`src/rtl/piarb_asa_queue_arb_pkg.sv`:
```
// meta_package: types and constants shared by the two-source arbitrated queue.
//   PIARB_ASA_Q_DEPTH_BITS : default log2 of the storage depth
//   piarb_asa_meta_type    : one queue entry (tag + info byte)
//   skid_state_t           : occupancy states of the 2-entry output skid buffer
//   skid_fill()            : entries held by the skid buffer in a given state
package meta_package;

  localparam int PIARB_ASA_Q_DEPTH_BITS = 4;

  typedef struct packed {
    logic [7:0] tag;
    logic [7:0] info;
  } piarb_asa_meta_type;

  typedef enum logic [1:0] {
    BUF_EMPTY = 2'd0,
    BUF_ONE   = 2'd1,
    BUF_TWO   = 2'd2
  } skid_state_t;

  function automatic logic [1:0] skid_fill(input skid_state_t s);
    case (s)
      BUF_ONE: return 2'd1;
      BUF_TWO: return 2'd2;
      default: return 2'd0;
    endcase
  endfunction

endpackage

```
`src/rtl/piarb_asa_queue_arb_rf.sv`:
```
// piarb_asa_queue_arb_rf: 1R1W register file with a registered read port.
//   clk        : clock
//   wr/waddr/wdata : write strobe, address and data (written at the rising edge)
//   rd/raddr   : read strobe and address
//   rdata      : read data, valid the cycle after rd
// Contents are never cleared; the queue logic never reads an unwritten slot.
module piarb_asa_queue_arb_rf
  import meta_package::*;
#(
  parameter int DEPTH_BITS = PIARB_ASA_Q_DEPTH_BITS
) (
  input  logic                  clk,
  input  logic                  wr,
  input  logic [DEPTH_BITS-1:0] waddr,
  input  piarb_asa_meta_type    wdata,
  input  logic                  rd,
  input  logic [DEPTH_BITS-1:0] raddr,
  output piarb_asa_meta_type    rdata
);

  piarb_asa_meta_type mem [2**DEPTH_BITS];

  always_ff @(posedge clk) begin
    if (wr) mem[waddr] <= wdata;
    if (rd) rdata <= mem[raddr];
  end

endmodule

```
`src/rtl/piarb_asa_queue_arb.sv`:
```
// piarb_asa_queue_arb: two-source round-robin arbiter feeding a circular queue
// with a 2-entry output skid buffer.
//   clk, rst            : clock, synchronous active-high reset
//   req0/req1, din0/din1: write requests and data from the two sources
//   gnt0/gnt1           : combinational grants; data accepted in the same cycle
//   out_valid/out_data  : head entry of the queue
//   out_ready           : consumer accept; pop = out_valid & out_ready
//   count               : entries in storage (excluding the output side)
//   full, empty         : storage full; nothing stored, in flight or buffered
module piarb_asa_queue_arb
  import meta_package::*;
#(
  parameter int DEPTH_BITS = PIARB_ASA_Q_DEPTH_BITS
) (
  input  logic                  clk,
  input  logic                  rst,
  input  logic                  req0,
  input  logic                  req1,
  input  piarb_asa_meta_type    din0,
  input  piarb_asa_meta_type    din1,
  output logic                  gnt0,
  output logic                  gnt1,
  output logic                  out_valid,
  output piarb_asa_meta_type    out_data,
  input  logic                  out_ready,
  output logic [DEPTH_BITS:0]   count,
  output logic                  full,
  output logic                  empty
);

  localparam logic [DEPTH_BITS:0]   DEPTH_CNT = {1'b1, {DEPTH_BITS{1'b0}}};
  localparam logic [DEPTH_BITS:0]   CNT_ONE   = (DEPTH_BITS+1)'(1);
  localparam logic [DEPTH_BITS-1:0] PTR_ONE   = DEPTH_BITS'(1);

  logic [DEPTH_BITS-1:0] wr_ptr;
  logic [DEPTH_BITS-1:0] rd_ptr;
  logic [DEPTH_BITS:0]   count_q;
  logic                  rr;
  logic                  rd_pend;
  logic                  grant;
  logic                  rd_en;
  logic                  pop;
  logic [2:0]            occupancy;
  logic [2:0]            limit;
  piarb_asa_meta_type    wdata;
  piarb_asa_meta_type    rf_rdata;
  piarb_asa_meta_type    buf0;
  piarb_asa_meta_type    buf1;
  skid_state_t           state;
  skid_state_t           state_next;
  logic                  load0_rf;
  logic                  load0_shift;
  logic                  load1_rf;

  // rr == 0 gives source 0 priority on a tie.
  always_comb begin
    gnt0 = 1'b0;
    gnt1 = 1'b0;
    if (!rst && !full) begin
      if (req0 && req1) begin
        if (rr) gnt1 = 1'b1;
        else    gnt0 = 1'b1;
      end else if (req0) begin
        gnt0 = 1'b1;
      end else if (req1) begin
        gnt1 = 1'b1;
      end
    end
  end

  assign grant = gnt0 | gnt1;
  assign wdata = gnt1 ? din1 : din0;

  assign out_valid = (state != BUF_EMPTY);
  assign out_data  = buf0;
  assign pop       = out_valid & out_ready;

  // A read may be issued only if the skid buffer can absorb it one cycle
  // later: buffered + in-flight - popped must stay below two. Gating on the
  // registered count means the slot being written this cycle is never read.
  assign occupancy = {1'b0, skid_fill(state)} + {2'b00, rd_pend};
  assign limit     = 3'd2 + {2'b00, pop};
  assign rd_en     = !rst && (count_q != '0) && (occupancy < limit);

  assign count = count_q;
  assign full  = (count_q == DEPTH_CNT);
  assign empty = (count_q == '0) && (state == BUF_EMPTY) && !rd_pend;

  piarb_asa_queue_arb_rf #(
    .DEPTH_BITS(DEPTH_BITS)
  ) u_rf (
    .clk  (clk),
    .wr   (grant),
    .waddr(wr_ptr),
    .wdata(wdata),
    .rd   (rd_en),
    .raddr(rd_ptr),
    .rdata(rf_rdata)
  );

  // Pointers, storage count, read-pending flag and round-robin pointer.
  always_ff @(posedge clk) begin
    if (rst) begin
      wr_ptr  <= '0;
      rd_ptr  <= '0;
      count_q <= '0;
      rd_pend <= 1'b0;
      rr      <= 1'b0;
    end else begin
      rd_pend <= rd_en;
      if (grant) begin
        wr_ptr <= wr_ptr + PTR_ONE;
        rr     <= gnt0;
      end
      if (rd_en) rd_ptr <= rd_ptr + PTR_ONE;
      case ({grant, rd_en})
        2'b10:   count_q <= count_q + CNT_ONE;
        2'b01:   count_q <= count_q - CNT_ONE;
        default: count_q <= count_q;
      endcase
    end
  end

  // Skid buffer state register.
  always_ff @(posedge clk) begin
    if (rst) state <= BUF_EMPTY;
    else     state <= state_next;
  end

  // Capture happens whenever a read is pending; the read gating keeps a
  // capture from ever arriving while the buffer is in TWO.
  always_comb begin
    state_next  = state;
    load0_rf    = 1'b0;
    load0_shift = 1'b0;
    load1_rf    = 1'b0;
    case (state)
      BUF_EMPTY: begin
        if (rd_pend) begin
          load0_rf   = 1'b1;
          state_next = BUF_ONE;
        end
      end
      BUF_ONE: begin
        if (rd_pend && pop) begin
          load0_rf = 1'b1;
        end else if (rd_pend) begin
          load1_rf   = 1'b1;
          state_next = BUF_TWO;
        end else if (pop) begin
          state_next = BUF_EMPTY;
        end
      end
      BUF_TWO: begin
        if (pop) begin
          load0_shift = 1'b1;
          state_next  = BUF_ONE;
        end
      end
      default: state_next = BUF_EMPTY;
    endcase
  end

  // Skid buffer data; contents are don't-care while the state says empty.
  always_ff @(posedge clk) begin
    if (load0_rf)         buf0 <= rf_rdata;
    else if (load0_shift) buf0 <= buf1;
    if (load1_rf)         buf1 <= rf_rdata;
  end

endmodule

```
`config.mk`:
```
export PLATFORM = sky130hd
export DESIGN_NAME = piarb_asa_queue_arb
export DESIGN_NICKNAME = d
export VERILOG_FILES = /design/src/rtl/piarb_asa_queue_arb_pkg.sv /design/src/rtl/piarb_asa_queue_arb_rf.sv /design/src/rtl/piarb_asa_queue_arb.sv
export SDC_FILE = /design/constraint.sdc
export NUM_CORES = 1
export LEC_CHECK = 0
export BUFFER_PORTS_ARGS = -buffer_cell sky130_fd_sc_hd__buf_2
export CAP_MARGIN = 20
export CORE_MARGIN = 2
export CORE_UTILIZATION = 40
export DETAILED_ROUTE_END_ITERATION = 8
export GPL_ROUTABILITY_DRIVEN = 0
export PLACE_DENSITY = 0.54
export SETUP_SLACK_MARGIN = 0.4
export SLEW_MARGIN = 20
export SYNTH_ARGS = -nofsm -noshare
export SYNTH_HDL_FRONTEND = slang
export SYNTH_SLANG_ARGS = --single-unit
```
`constraint.sdc`:
```
create_clock -name clk -period 7.6 [get_ports clk]
set_input_delay 0.38 -clock clk [delete_from_list [all_inputs] [get_ports clk]]
set_output_delay 0.38 -clock clk [all_outputs]
set_load 0.1 [all_outputs]
```
==> impl_results.md <==
- Cts-stage hold buffer count: 0
- Crit path required time: 8030 ps
- Leak: 0.004784 µW
- Mean post-synth cell area: 20.32 µm²
- Tightest Pin Transition: 1110 ps
- Commonest cells after routing, fill and taps aside: sky130_fd_sc_hd__edfxtp_1 (304), sky130_fd_sc_hd__mux4_2 (64), sky130_fd_sc_hd__buf_2 (62)
- Die area: 32830 µm²
- Final setup violating endpoints: 0
- Highest net fanout along the worst path: 9
- Port Buffer Count: 62
- Total standard cell area after synthesis: 12560 µm²
- Post-synth EDFFs: 304
- Warning count from the yosys run: 0
- CTS sink cnt: 321
- Global-route wire length before repair: 38750 µm
- Setup fix buffers added after clock tree synthesis: 0
- Count of endpoints failing hold in the final timing report: 0
- Drc violations: 0
- Sequential area share after synthesis: 75.40%
- Net count, final: 746
- Largest net degree at the start of global routing: 53
- Via count of the first global-routing pass: 6309
- Max Freq: 309.8 MHz
- CTS buffer count: 36
- Clock latency on the worst-skew pair: 500 ps
- Number of buffers between clock root and the deepest sink: 3
- Final worst path period need: 3228 ps
- Outcome: finished, final reports clean
- DR iter-0 viols: 438
- Number of storage elements in the synthesis netlist: 321
- Crit end category: flip-flop
- Total power draw: 5080 µW
- Clk pin slew, worst setup/hold paths: 60 ps
- Gate Count Post-Synth: 618
- Most frequent standard cell in the layout excluding fill and tap cells: sky130_fd_sc_hd__edfxtp_1
- Cts repair resizes: 0
- CTS tree: built
- Power per Cell Area: 351.1 nW/µm²
- Number of antenna-violating nets in the routed design: 0
- Area post-placement: 13300 µm²
- Num rows: 64
- Initial Utilization: 40.84%
- Max Transition Viols Final: 0
- I/O pin total: 63
- Final period utilization: 42.48%
- Post-synth cell types: 39
- Max Clock Skew: 10.90 ps
- Die Span Y: 181.2 µm
- Aggregate routed wire length: 25680 µm
- Proportion of layout cells with a drive suffix above 1: 31.67%
- Hpwl dp: 15020 µm
- Worst endpoint data arrival time: 3660 ps
- Antenna Diode Count: 0
- Buffer type at the clock tree root: sky130_fd_sc_hd__clkbuf_16
- Final instance area: 14470 µm²
- Overflow left after global routing: 0
- Maximum Capacitance Violations: 0
- Pre-antenna DRT Iters: 5
- WL per Instance: 22.95 µm
- Total number of vias: 6013
- Async S/R FF share, synth: 0%
- Overall routing resource usage: 15.86%
- Kind of launch point of the worst setup path: flip-flop
- Die width: 181.2 µm
- Accumulated negative setup slack: 0 ps
- Maximum level of the CTS H-tree: 2
- Via-per-instance ratio: 5.374
- Most instantiated flip-flop cell in the synthesis netlist: sky130_fd_sc_hd__edfxtp_1
- Placeable core region: 30750 µm²
- Number of nets in the synthesized netlist: 667
- Crit Path Category: flip-flop to flip-flop
- Path type of the worst min-delay path: input port to flip-flop
- Setup repair after global routing missed its margin: false
- Initial antenna violation count: 0
- Worst IR Drop VDD: 167.0 µV
- Area Growth Syn to Fin: 15.22%
- Normalized max-slew margin: 26.01%
==> routing by layer <==
metal / vias up / global-route usage [%] / wire length (µm)
met5: - / 0 / 0
met4: 0 / 4.520 / 460
met3: 35 / 3.467 / 1292
met2: 142 / 27.17 / 12840
met1: 3122 / 20.42 / 11090
li1: 2714 / - / -
==> path summary, 6_finish.rpt <==
| path | from | endpoint | slack (ps) | cells past startpoint |
|---|---|---|---|---|
| worst max register to register | state[1] | count[4] | 4370 | 12 |
| worst min register to register | u_rf.rdata[4] | buf1[4] | 450 | 0 |
| worst min-delay path | req1 | rr | 130 | 2 |
| worst max-delay path | state[1] | count[4] | 4370 | 12 |
==> synthesized netlist by cell type, types with 7 or more instances <==
cell type,instances,area [µm²]
sky130_fd_sc_hd__a21oi_1,12,60.06
sky130_fd_sc_hd__nor2b_1,10,62.56
sky130_fd_sc_hd__inv_1,7,26.28
sky130_fd_sc_hd__ha_1,11,137.6
sky130_fd_sc_hd__and3_1,18,112.6
sky130_fd_sc_hd__nand2_1,20,75.07
sky130_fd_sc_hd__clkbuf_1,17,63.81
sky130_fd_sc_hd__mux2_2,32,360.4
sky130_fd_sc_hd__dfxtp_1,17,340.3
sky130_fd_sc_hd__buf_2,8,40.04
sky130_fd_sc_hd__edfxtp_1,304,9129
sky130_fd_sc_hd__nor2_1,12,45.04
sky130_fd_sc_hd__a22oi_1,32,240.2
sky130_fd_sc_hd__mux4_2,64,1441
==> metrics by stage <==
stage	util (%)	hold WS [ps]	instances	setup WS, ps
after floorplan	-	420.4	618	2580
after global placement	43.25	431.5	1053	4585
after detailed placement	43.25	437.0	1053	4386
after CTS	46.95	107.7	1117	4383
after global routing	47.06	133.3	1119	4137
final	47.06	131.3	1119	4372
==> where the power goes <==
part	internal (µW)	leakage [µW]	switching, µW	total, µW
Clock	1030	0.000554	652	1680
Combinational	421	0.00134	746	1170
Sequential	2130	0.00289	102	2230
Total	3580	0.00478	1500	5080
==> critical path, cell delays in order (launching register included) <==
cell                      delay (ps)
sky130_fd_sc_hd__dfxtp_1         410
sky130_fd_sc_hd__nor2b_1          80
sky130_fd_sc_hd__ha_1            180
sky130_fd_sc_hd__ha_1            270
sky130_fd_sc_hd__inv_1            30
sky130_fd_sc_hd__a31oi_1         510
sky130_fd_sc_hd__nor4_2          100
sky130_fd_sc_hd__ha_1            280
sky130_fd_sc_hd__ha_1            360
sky130_fd_sc_hd__a21oi_1         210
sky130_fd_sc_hd__a21oi_1         110
sky130_fd_sc_hd__or4_1           480
sky130_fd_sc_hd__a21oi_1         140
==> flip-flops by register name, indices dropped and copies added (netlist names) <==
| register | flops |
|---|---|
| buf1 | 16 |
| count | 5 |
| out_data | 16 |
| rd_pend | 1 |
| rd_ptr | 4 |
| rr | 1 |
| state | 2 |
| u_rf.mem | 256 |
| u_rf.rdata | 16 |
| wr_ptr | 4 |
==> area by class of cell <==
| cell class | instances | area [µm²] |
|---|---|---|
| Tap cell | 396 | 495.5 |
| Clock inverter | 17 | 173.9 |
| Fill cell | 2625 | 16280 |
| Multi-Input combinational cell | 259 | 2940 |
| Timing Repair Buffer | 72 | 396.6 |
| Inverter | 7 | 26.28 |
| Clock buffer | 47 | 963.4 |
| Sequential cell | 321 | 9474 |
==> cell families after synthesis <==
group	after synthesis	share of synthesized area (%)
and+or+nand+nor	85	3.736
buffers and inverters	38	1.395
AOI/OAI and AO/OA	57	3.188
xor gates and xnor gates	4	0.2790
adders and majority gates	12	1.255
DFF	321	75.40
muxes	101	14.75
No activity file was read; power rests on OpenSTA's default activity.
